==> config.mk <==
export PLATFORM = sky130hd
export DESIGN_NAME = dmem_arbiter
export DESIGN_NICKNAME = d
export VERILOG_FILES = /design/src/rtl/dmem_arbiter.sv
export SDC_FILE = /design/constraint.sdc
export NUM_CORES = 1
export LEC_CHECK = 0
export ABC_AREA = 1
export BUFFER_PORTS_ARGS = -buffer_cell sky130_fd_sc_hd__buf_2
export CORE_AREA = 2 2 117 119
export CTS_CLUSTER_SIZE = 8
export DETAILED_ROUTE_END_ITERATION = 16
export DIE_AREA = 0 0 119 121
export GPL_TIMING_DRIVEN = 0
export PLACE_DENSITY = 0.77
export RECOVER_POWER = 100
export SYNTH_ARGS = -nofsm -noshare
export SYNTH_HDL_FRONTEND = slang
export SYNTH_SLANG_ARGS = --single-unit
==> constraint.sdc <==
create_clock -name clk -period 4.2 [get_ports clk]
set_input_delay 0.21 -clock clk [delete_from_list [all_inputs] [get_ports clk]]
set_output_delay 0.21 -clock clk [all_outputs]
set_load 0.05 [all_outputs]
==> src/rtl/dmem_arbiter.sv <==
// Round-robin arbiter that shares one data memory port between the core and an
// auxiliary (loader/debug) requester. One transaction is in flight at a time:
// IDLE -> ISSUE -> WAIT (MEM_LATENCY cycles) -> RESP, or IDLE -> RESP for a
// misaligned address, which never reaches the memory.
module dmem_arbiter #(
  parameter int unsigned MEM_LATENCY = 1,
  parameter int unsigned ADDR_W      = 32
) (
  input  logic              clk,
  input  logic              reset,
  // Core requester
  input  logic              c_req,
  input  logic              c_we,
  input  logic [ADDR_W-1:0] c_addr,
  input  logic [31:0]       c_wdata,
  output logic [31:0]       c_rdata,
  output logic              c_ready,
  output logic              c_err,
  // Auxiliary requester
  input  logic              a_req,
  input  logic              a_we,
  input  logic [ADDR_W-1:0] a_addr,
  input  logic [31:0]       a_wdata,
  output logic [31:0]       a_rdata,
  output logic              a_ready,
  output logic              a_err,
  // Memory port
  output logic              m_en,
  output logic              m_we,
  output logic [ADDR_W-1:0] m_addr,
  output logic [31:0]       m_wdata,
  input  logic [31:0]       m_rdata,
  // Status
  output logic              busy,
  output logic              grant_id
);

  typedef enum logic [1:0] {StIdle, StIssue, StWait, StResp} state_e;

  state_e            state_q, state_d;
  logic [2:0]        cnt_q, cnt_d;
  logic              last_q, last_d;    // 1 = aux was granted most recently
  logic              owner_q, owner_d;  // 1 = aux owns the current transaction
  logic              we_q, we_d;
  logic [ADDR_W-1:0] addr_q, addr_d;
  logic [31:0]       wdata_q, wdata_d;
  logic [31:0]       rdata_q, rdata_d;
  logic              err_q, err_d;
  logic              win;
  logic [ADDR_W-1:0] win_addr;

  // State and payload registers; reset drops any transaction in flight.
  always_ff @(posedge clk or negedge reset) begin
    if (!reset) begin
      state_q <= StIdle;
      cnt_q   <= 3'd0;
      last_q  <= 1'b1;  // core wins the first tie
      owner_q <= 1'b0;
      we_q    <= 1'b0;
      addr_q  <= '0;
      wdata_q <= 32'd0;
      rdata_q <= 32'd0;
      err_q   <= 1'b0;
    end else begin
      state_q <= state_d;
      cnt_q   <= cnt_d;
      last_q  <= last_d;
      owner_q <= owner_d;
      we_q    <= we_d;
      addr_q  <= addr_d;
      wdata_q <= wdata_d;
      rdata_q <= rdata_d;
      err_q   <= err_d;
    end
  end

  // Next-state logic: arbitration and payload latch in IDLE, latency count in WAIT.
  always_comb begin
    state_d  = state_q;
    cnt_d    = cnt_q;
    last_d   = last_q;
    owner_d  = owner_q;
    we_d     = we_q;
    addr_d   = addr_q;
    wdata_d  = wdata_q;
    rdata_d  = rdata_q;
    err_d    = err_q;
    win      = (c_req && a_req) ? ~last_q : a_req;
    win_addr = win ? a_addr : c_addr;
    unique case (state_q)
      StIdle: begin
        if (c_req || a_req) begin
          owner_d = win;
          last_d  = win;
          we_d    = win ? a_we : c_we;
          addr_d  = win_addr;
          wdata_d = win ? a_wdata : c_wdata;
          rdata_d = 32'd0;
          if (win_addr[1:0] != 2'b00) begin
            err_d   = 1'b1;
            state_d = StResp;
          end else begin
            err_d   = 1'b0;
            state_d = StIssue;
          end
        end
      end
      StIssue: begin
        cnt_d   = 3'(MEM_LATENCY - 1);
        state_d = StWait;
      end
      StWait: begin
        if (cnt_q == 3'd0) begin
          rdata_d = we_q ? 32'd0 : m_rdata;
          state_d = StResp;
        end else begin
          cnt_d = cnt_q - 3'd1;
        end
      end
      StResp: begin
        rdata_d = 32'd0;
        err_d   = 1'b0;
        state_d = StIdle;
      end
      default: state_d = StIdle;
    endcase
  end

  // Outputs decode from registered state only, so reset clears them at once.
  always_comb begin
    busy     = (state_q != StIdle);
    grant_id = busy & owner_q;
    m_en     = (state_q == StIssue);
    m_we     = m_en & we_q;
    m_addr   = m_en ? addr_q : '0;
    m_wdata  = m_en ? wdata_q : 32'd0;
    c_ready  = (state_q == StResp) & ~owner_q;
    a_ready  = (state_q == StResp) & owner_q;
    c_err    = c_ready & err_q;
    a_err    = a_ready & err_q;
    c_rdata  = c_ready ? rdata_q : 32'd0;
    a_rdata  = a_ready ? rdata_q : 32'd0;
  end

endmodule

==> results by stage, run 1 <==
Critical path:
- The startpoint of the worst setup timing path is state_q[1].
- In this run the worst path has a maximum fanout of 10.
- The category of the critical setup timing path is reg -> out.
- The critical path capture point type is an output pin.
- The startpoint type of the worst setup path is a register.
- Data arrives at the worst endpoint at 2.80 ns.
- The startpoint of the most critical register-to-register path is state_q[0].
- The required time reported for the critical path endpoint is 3.99 ns.

Timing:
- The total count of max-transition violations in the final report is 48.
- The relative slew slack is -0.8303.
- The clock period minus worst slack is 3.010 ns.
- The hold violation count in the final report is 0.
- Setup repair after global routing left no endpoint under its margin.
- The sum of negative setup slack is 0 ns.
- The actual slew at the worst max-slew pin is 2.745 ns.
- Derived from the worst setup path, the maximum achievable clock frequency is 0.3323 GHz.
- The worst setup margin is 1.190 ns.
- For the final database, setup skew stands at 0.005365 ns.
- Of the available clock period, the critical path in the final layout requires 0.7166.
- The worst hold slack is 0.08858 ns.
- Setup violations remaining at the end of the flow were counted as 0.

Logic synthesis:
- The synthesized instance count is 804.
- The synthesized netlist net count is 977.
- Ranked by total cell area, the synthesized netlist is headed by dfrtp_1, nand2_1, nor2_1.
- Of the post-synthesis cell area, the dominant cell type holds 0.4635.
- The Yosys step of the flow raised 0 warnings.
- The synthesized cell area is 0.005615 mm².
- The mean post-synth cell area is 6.984 µm².
- The number of different library cells used by synthesis comes to 21.
- The largest total area in the synthesized netlist belongs to dfrtp_1.
- By count the netlist is led by nand2_1, nor2_1, inv_1.
- After synthesis, the share of flip-flops with an asynchronous set or reset is 1.000.
- Of the synthesized area, sequential elements account for 0.4681.
- The number of flops mapped to enable cells by yosys is 0.
- Yosys instantiated no cell more often than nand2_1.
- The synthesis-stage register bit count is 105.
- Among all flip-flop cells after synthesis, the most frequent one is dfrtp_1.

Run:
- The tool flagged a number of max-cap violations equal to 1.

GRT:
- For this run, global-route usage on met2 was measured as 0.4328.
- After global routing, the most crowded layer is met2.
- The aggregate global-route resource usage is 0.2440.
- The number of antenna violations at the first check in global routing is 0.
- The number of global-route vias before repair is 5723.
- The wire length of the first global-routing pass is 28.10 mm.
- The total congestion overflow after global routing is 0.
- In the global route stage, met1 resource usage came out at 0.2943.
- The met3 track demand over resource in global routing is 0.04370.
- The maximum number of pins on one net before global-route repair is 59.

Placement:
- The placed wire-length estimate is 13.75 mm.
- After detailed placement, the total cell area comes to 0.007372 mm².
- The worst setup slack after placement is 1.882 ns.
- The final weighted congestion in routability-driven placement is 0.9142.
- The count of input and output buffers is 301.

Clock tree:
- The clock sink count is 105.
- The cell sitting at the root of the clock tree is a clkbuf_16.
- In this run the number of H-tree levels came out at 3.
- TritonCTS built the clock tree.
- The clock latency of the later-clocked register in the worst-skew pair is 0.34 ns.
- The number of buffers created by CTS is 9.
- No sink is reached through more buffers than the 2 on the longest clock path.
- The clock edge transition at the registers on the reported setup and hold paths is 0.07 ns.

Drt:
- Detailed routing inserted a total of 6115 vias.
- The first TritonRoute pass finished after 6 iterations.
- The first routing iteration left 340 violations.
- The final routed DRC violation total is 0.
- The via density per instance is 4.707.
- The post-route antenna net violation count is 0.
- For this block, the routed nets add up to 17.76 mm of wire.
- The detailed-route wire length per cell is 13.67 µm.

Layout:
- The final-stage net count is 1291.
- The multi-input gate area in the final layout is 0.002290 mm².
- From synthesis to final layout, the design area changed by 33.67%.
- Summing all non-filler instances in the final layout gives an area of 0.007506 mm².
- The repair_antennas step left the layout with diodes totalling 0.
- The filler cell count in the final layout is 1369.
- Registers take 0.002629 mm².
- The fraction of layout cells with a size suffix above 1 is 0.1825.

Power:
- The power density over cell area is 715.9 mW/mm².
- For this design the total switching power over the nets is 0.002731 W.
- The part of the total power dissipated in combinational logic is 0.516.
- The internal power of the cells totals 0.002643 W.
- The clock share of power is 0.166.
- The analysis attributes to cell leakage a power of 4.146 nW.
- The sequential group share of total power is 0.318.
- The switching portion of total power is 0.5081.
- Across the VDD grid, the largest voltage drop is 0.3203 mV.

Floorplanning:
- The total area inside the core boundary comes to 0.01309 mm².
- The floorplan step set the die width to 119 µm.
- The die area is 0.01440 mm².
- In this run the count of I/O pins placed on the die edge is 302.
- The floorplan has 42 rows.
- The die outline height is 121 µm.
- The initial utilization of the core area, before any placement, comes to 0.4291.

Status:
- The final reports fail on capacitance limit, slew limit.
- The flow ran to the end, but the final reports show violations.

Worst hold path:
- The startpoint of the tightest hold check path is m_rdata[26].
- The tightest min-delay check is of the in -> reg type.
-- kinds of logic after synthesis --
family	synth area share
xor gates and xnor gates	0.001560
buffers and inverters	0.1217
AOI/OAI and AO/OA	0.1214
DFF	0.4681
adders and majority gates	0.01560
and+or+nand+nor	0.2716
-- critical path, cell delays in order (launching register included) --
cell and delay (ns):
dfrtp_1 0.41, inv_1 0.11, ha_1 0.29, clkbuf_1 0.46, clkbuf_1 0.49, nand2_1 0.10, inv_1 0.07, clkbuf_1 0.52
-- final cells by class --
cell class,count,area share
repair buffers,303,0.1840
multi-input cells,533,0.3051
plain buffers,49,0.03134
clock buffers,10,0.03051
clock inverters,6,0.01100
inverters,117,0.05851
well taps,176,0.02934
flip-flops and latches,105,0.3502
-- cells in the final DEF, fill, tap and decap left out --
cell           Yosys  final
clkinvlp_4         0      1
nor2_1           137    138
inv_2              4      2
buf_4              1      1
dlygate4sd3_1      0      1
dfrtp_1          104    104
inv_1            113    115
clkinv_2           0      3
dfstp_2            1      1
o21ai_0           69    126
nand3b_1           1      1
nand3_1           36     36
clkbuf_16          0      9
o21ai_1           63      6
nand2_2            2      1
buf_16             0      1
bufinv_16          0      2
o22ai_1            2      2
a21oi_1            0      1
clkbuf_1          21    166
nand2_1          213    214
buf_6              5      5
xnor2_1            1      1
ha_1               7      7
buf_2             15    179
-- power by group through the flow --
| stage | clock network [W] | registers, W | logic [W] |
|---|---|---|---|
| floorplan | 0 | 0.00166 | 0.00218 |
| global placement | 0 | 0.00170 | 0.00287 |
| detailed placement | 0 | 0.00172 | 0.00291 |
| CTS | 0.000911 | 0.00171 | 0.00292 |
| global route | 0.000945 | 0.00176 | 0.00307 |
| finish | 0.000890 | 0.00171 | 0.00277 |
-- metal layers --
layer / up-vias / routed length (µm)
met3: 29 / 1250
li1: 3074 / -
met1: 2750 / 7197
met4: 0 / 483
met2: 262 / 8829
met5: - / 0
-- final timing paths --
kind                                     to  slack, ns  cells past startpoint
worst min register to register   rdata_q[8]       0.48                      2
min in group asynchronous        addr_q[25]       1.28                      2
worst max-delay path            m_wdata[18]       1.19                      7
worst min-delay path            rdata_q[26]       0.09                      3
max in group asynchronous         addr_q[0]       1.35                      2
worst max register to register  wdata_q[14]       1.99                      9
-- repair_timing --
action                                  in CTS  in global routing
endpoints found under the setup margin       0                  0
endpoints found under the hold margin       47                  0
buffers inserted                             0                  0
gates resized for setup                      0                  0
hold buffers                                 1                  0
-- per-stage QoR --
step / utilization / cells / power, W
after detailed placement: 0.5634 / 1282 / 0.004636
after global routing: 0.5736 / 1299 / 0.005780
after CTS: 0.5880 / 1299 / 0.005536
final: 0.5736 / 1299 / 0.005374
after floorplan: - / 804 / 0.003843
after global placement: 0.5611 / 1281 / 0.004577
-- state kept, by name, indices dropped and copies added (netlist names) --
name,flops
err_q,1
rdata_q,32
we_q,1
wdata_q,32
last_q,1
addr_q,32
cnt_q,3
owner_q,1
state_q,2
Note: power is estimated with default switching activity, not from simulation.
==> run 2, diff against run 1 <==
--- a/config.mk
+++ b/config.mk
@@ -5,14 +5,14 @@
 export SDC_FILE = /design/constraint.sdc
 export NUM_CORES = 1
 export LEC_CHECK = 0
-export ABC_AREA = 1
+export ABC_AREA = 0
 export BUFFER_PORTS_ARGS = -buffer_cell sky130_fd_sc_hd__buf_2
-export CORE_AREA = 2 2 117 119
+export CORE_AREA = 2 2 118 120
 export CTS_CLUSTER_SIZE = 8
 export DETAILED_ROUTE_END_ITERATION = 16
-export DIE_AREA = 0 0 119 121
+export DIE_AREA = 0 0 120 122
 export GPL_TIMING_DRIVEN = 0
-export PLACE_DENSITY = 0.77
+export PLACE_DENSITY = 0.76
 export RECOVER_POWER = 100
 export SYNTH_ARGS = -nofsm -noshare
 export SYNTH_HDL_FRONTEND = slang
==> constraint.sdc (replaced) <==
create_clock -name clk -period 3.15 [get_ports clk]
set_input_delay 0.1575 -clock clk [delete_from_list [all_inputs] [get_ports clk]]
set_output_delay 0.1575 -clock clk [all_outputs]
set_load 0.05 [all_outputs]
==> run 2 against run 1 <==
The run now ends clean. Worst setup slack worse by 0.82 ns. Highest routed layer unchanged. Hold slack got worse by 0.060 ns. Non-clock buffer count decreased by 1. Critical endpoint is now m_addr[30]. Sequential share of layout area is 0.30 points lower. Utilization is 1.3 points lower. Flip-flop and latch count unchanged. Sequential power up 32%. Via count fell by 11%. Clock skew grew 0.0044 ns. Register-to-register slack lost 1.6 ns. Routed wire length fell by 3.6%.
==> results by stage, run 2 <==
Clock tree:
- The clock sink count is 105 (unchanged).
- The clock latency of the later-clocked register in the worst-skew pair was 0.35 ns (about the same).
- The number of buffers created by CTS is 9 (unchanged).
- TritonCTS built the clock tree.
- The tree is rooted in a clkbuf_16.
- The deepest level of the CTS H-tree is 3 (unchanged).
- The clock edge transition at the registers on the reported setup and hold paths is 0.07 ns (about the same).
- The number of buffers on the longest clock path is 2 (unchanged).
- The post-cts resize count is 0 (unchanged).

Critical path:
- The worst register-to-register path begins at state_q[0].
- The slack of the worst reg-to-reg path was 0.44 ns (-1.55 ns).
- The required time reported for the critical path endpoint is 2.99 ns (-1.00 ns).
- The endpoint identified for the worst register-to-register timing path is addr_q[12].
- The number of cells on the worst reg-to-reg path was 7 (-2).
- STA classifies the critical path startpoint as a register.
- The data arrival at the endpoint of the critical path is 2.62 ns (-0.18 ns).
- The critical path is of the reg -> out type.
- STA classifies the critical path endpoint as an output pin.
- The biggest fanout along the worst timing path came to 10 (unchanged).

Floorplanning:
- The die area is 0.01464 mm² (+1.7%).
- The die outline height is 122 µm (+0.83%).
- The horizontal die dimension was 120 µm (+0.84%).
- The floorplan core area is 0.01350 mm² (+3.2%).
- The standard-cell row count is 43 (+2.4%).
- The initial core utilization is 0.4181 (-0.01100).
- The I/O pin count is 302 (unchanged).

Logic synthesis:
- The area share of the largest cell type after synthesis is 0.4609 (-0.002567).
- Yosys attributes the largest share of cell area to dfrtp_1, mux2i_1, and2_1.
- The number of distinct standard cells referenced by the synthesized netlist is 28 (+33%).
- The share of async-settable or async-resettable flops after synthesis was 1.000 (unchanged).
- The synthesized netlist net count was 796 (-19%).
- The synthesized instance count is 623 (-23%).
- Among all cell types in the netlist, the one instantiated most often is nand2_1.
- The synthesized cell area is 0.005647 mm² (+0.56%).
- The mean post-synth cell area was 9.064 µm² (+30%).
- The number of flops mapped to enable cells by yosys is 0 (unchanged).
- The synthesis-stage register bit count is 105 (unchanged).
- The top cell type by total area after synthesis is dfrtp_1.
- Sorting the synthesized cells by how often they occur yields nand2_1, dfrtp_1, and2_1.
- For this run, the leading register cell type out of synthesis is dfrtp_1.
- The share of the yosys chip area belonging to registers is 0.4655 (-0.002593).
- The total number of yosys warnings is 0 (unchanged).

Worst hold path:
- The number of instances on the worst hold path is 2 (-1).
- The kind of path behind the tightest hold check is in -> reg.
- The worst hold endpoint is last_q.
- The worst hold path begins at c_req.

Drt:
- The violation count after the first detailed-route iteration is 230 (-32%).
- The via density per instance was 4.828 (+2.6%).
- The post-route antenna net violation count was 0 (unchanged).
- The final routed wirelength across all metal layers is 17.13 mm (-3.6%).
- The detailed-route wire length per cell is 15.27 µm (+12%).
- The number of vias in the routed layout is 5417 (-11%).
- The final routed DRC violation total is 0 (unchanged).
- The number of iterations in the first detailed-routing pass is 4 (-2).

Run:
- The number of max-cap violations is 0 (-1).

Layout:
- In the layout the commonest cells are buf_2, clkbuf_1, nand2_1.
- The fraction of layout cells with a size suffix above 1 was 0.2253 (+0.04275).
- The post-route non-filler standard cell count is 1122 (-14%).
- The largest registers in the layout are addr_q (32), rdata_q (32), wdata_q (32).
- Relative to the synthesized area, the layout overhead comes to 34.08%.
- The final-stage net count was 1110 (-14%).
- The library cell used most frequently in the layout, excluding fill and tap cells, is buf_2.
- The filler cell count in the final layout is 1379 (+0.73%).

Power:
- The largest vdd supply drop came to 0.4630 mV (+45%).
- The clock share of power is 0.172 (+0.006).
- The switching portion of total power is 0.4936 (-0.01457).
- The switching power is 0.003530 W (+29%).
- The cell-internal power is 0.003622 W (+37%).
- The part of the total power dissipated in combinational logic is 0.511 (-0.005).
- The static leakage power came to 3.794 nW (-8.5%).
- The sequential group share of total power was 0.316 (-0.002).
- The power density over cell area was 944.7 mW/mm² (+32%).
- The sum of internal, switching and leakage power is 0.007152 W (+33%).

Timing:
- The sum of negative setup slack is 0 ns (unchanged).
- The maximum clock frequency is 0.3601 GHz.
- In the finished design, the share of the clock period the worst path needs comes to 0.8815.
- The clock skew after layout is 0.009806 ns (+0.004441 ns).
- The actual slew at the worst max-slew pin is 1.344 ns (-1.401 ns).
- The hold violation count in the final report is 0 (unchanged).
- The final setup violation count is 0 (unchanged).
- Setup repair after global routing left no endpoint under its margin.
- The total count of max-transition violations in the final report came to 0 (-100%).
- The relative slew slack is 0.1038 (+0.9341).
- The clock period minus worst slack is 2.777 ns.

Status:
- The run finished with clean final reports.

GRT:
- The number of antenna violations at the first check in global routing was 1 (+1).
- The total congestion overflow after global routing is 0 (unchanged).
- The met1 layer usage reported by global route is 0.2663 (-0.02799).
- The aggregate global-route resource usage was 0.2278 (-0.01625).
- The wire length of the first global-routing pass is 25.84 mm (-8.0%).
- The maximum number of pins on one net before global-route repair is 56 (-5.1%).
- The global routing met2 resource utilization is 0.4212 (-0.01167).
- The number of global-route vias before repair was 5064 (-12%).
- The global routing stage identified its most utilized layer as met2.
- The met3 track demand over resource in global routing came to 0.04916 (+0.005454).

Placement:
- The cell count after placement is 1105 (-14%).
- The final weighted congestion in routability-driven placement is 0.8218 (-10%).
- The count of input and output buffers came to 301 (unchanged).
- The placed wire-length estimate is 13.28 mm (-3.4%).
-- run 2: cell count changes after synthesis, moves of 7 or more --
cell / change
nor2_1: -132
inv_1: -106
and2_1: +99
nand2_1: -82
mux2i_1: +66
nand3_1: -35
and3_1: +33
o21ai_0: -29
buf_1: -7
buf_4: +7
-- run 2: layout make-up --
type / count / area [µm²] / share of cell area
well taps: 180 / 225.2 / 0.02975
clock buffers: 11 / 252.7 / 0.03338
plain buffers: 48 / 226.5 / 0.02991
repair buffers: 303 / 1399 / 0.1848
multi-input cells: 463 / 2734 / 0.3611
clock inverters: 4 / 76.32 / 0.01008
diodes: 1 / 2.502 / 0.0003305
flip-flops and latches: 105 / 2629 / 0.3472
inverters: 7 / 26.28 / 0.003471
-- run 2: power by group through the flow --
stage / clock network [W] / logic [W] / registers [W]
floorplan: 0 / 0.00286 / 0.00217
global placement: 0 / 0.00380 / 0.00225
detailed placement: 0 / 0.00385 / 0.00228
CTS: 0.00126 / 0.00386 / 0.00226
global route: 0.00131 / 0.00399 / 0.00233
finish: 0.00123 / 0.00366 / 0.00226
-- run 2: critical path, cell delays in order (launching register included) --
cell      delay, ns
dfrtp_1        0.41
inv_1          0.11
ha_1           0.27
clkbuf_1       0.47
clkbuf_1       0.35
and2_1         0.18
clkbuf_1       0.49
-- run 2: layer usage --
| metal | part of all wire | vias up |
|---|---|---|
| met1 | 0.40 | 2506 |
| met5 | 0 | - |
| met4 | 0.011 | 0 |
| met2 | 0.52 | 202 |
| met3 | 0.069 | 14 |
| li1 | - | 2695 |
-- run 2: kinds of logic after synthesis --
kind of cell	synth area share
simple gates	0.2475
compound gates	0.1050
flops	0.4655
mux	0.1170
buf+inv	0.04941
fa+ha+maj	0.01551
-- run 2: timing repair --
item	4_1_cts	5_1_grt
endpoints found under the hold margin	49	0
setup endpoints to repair	0	0
buffers inserted	0	0
hold buffers	1	0
-- run 2: worst max path at each step --
stage | start | endpoint | slack [ns]
2_1_floorplan | state_q[0] | c_rdata[22] | 0.97
3_3_place_gp | reset | rdata_q[17] | 0.70
3_5_place_dp | state_q[0] | addr_q[11] | 0.86
4_1_cts | state_q[1] | m_wdata[17] | 0.51
5_1_grt | state_q[1] | m_wdata[8] | 0.17
6_report | state_q[1] | m_addr[30] | 0.37
-- run 2: stage by stage --
step	hold WS (ns)	area [µm²]	setup WS, ns	utilization
2_1_floorplan	-0.1381	5647	0.9704	-
3_3_place_gp	0.3875	7378	0.6979	0.5464
3_5_place_dp	0.2521	7408	0.8622	0.5486
4_1_cts	0.01831	7747	0.5114	0.5737
5_1_grt	0.02153	7569	0.1706	0.5605
6_report	0.02888	7571	0.3733	0.5606
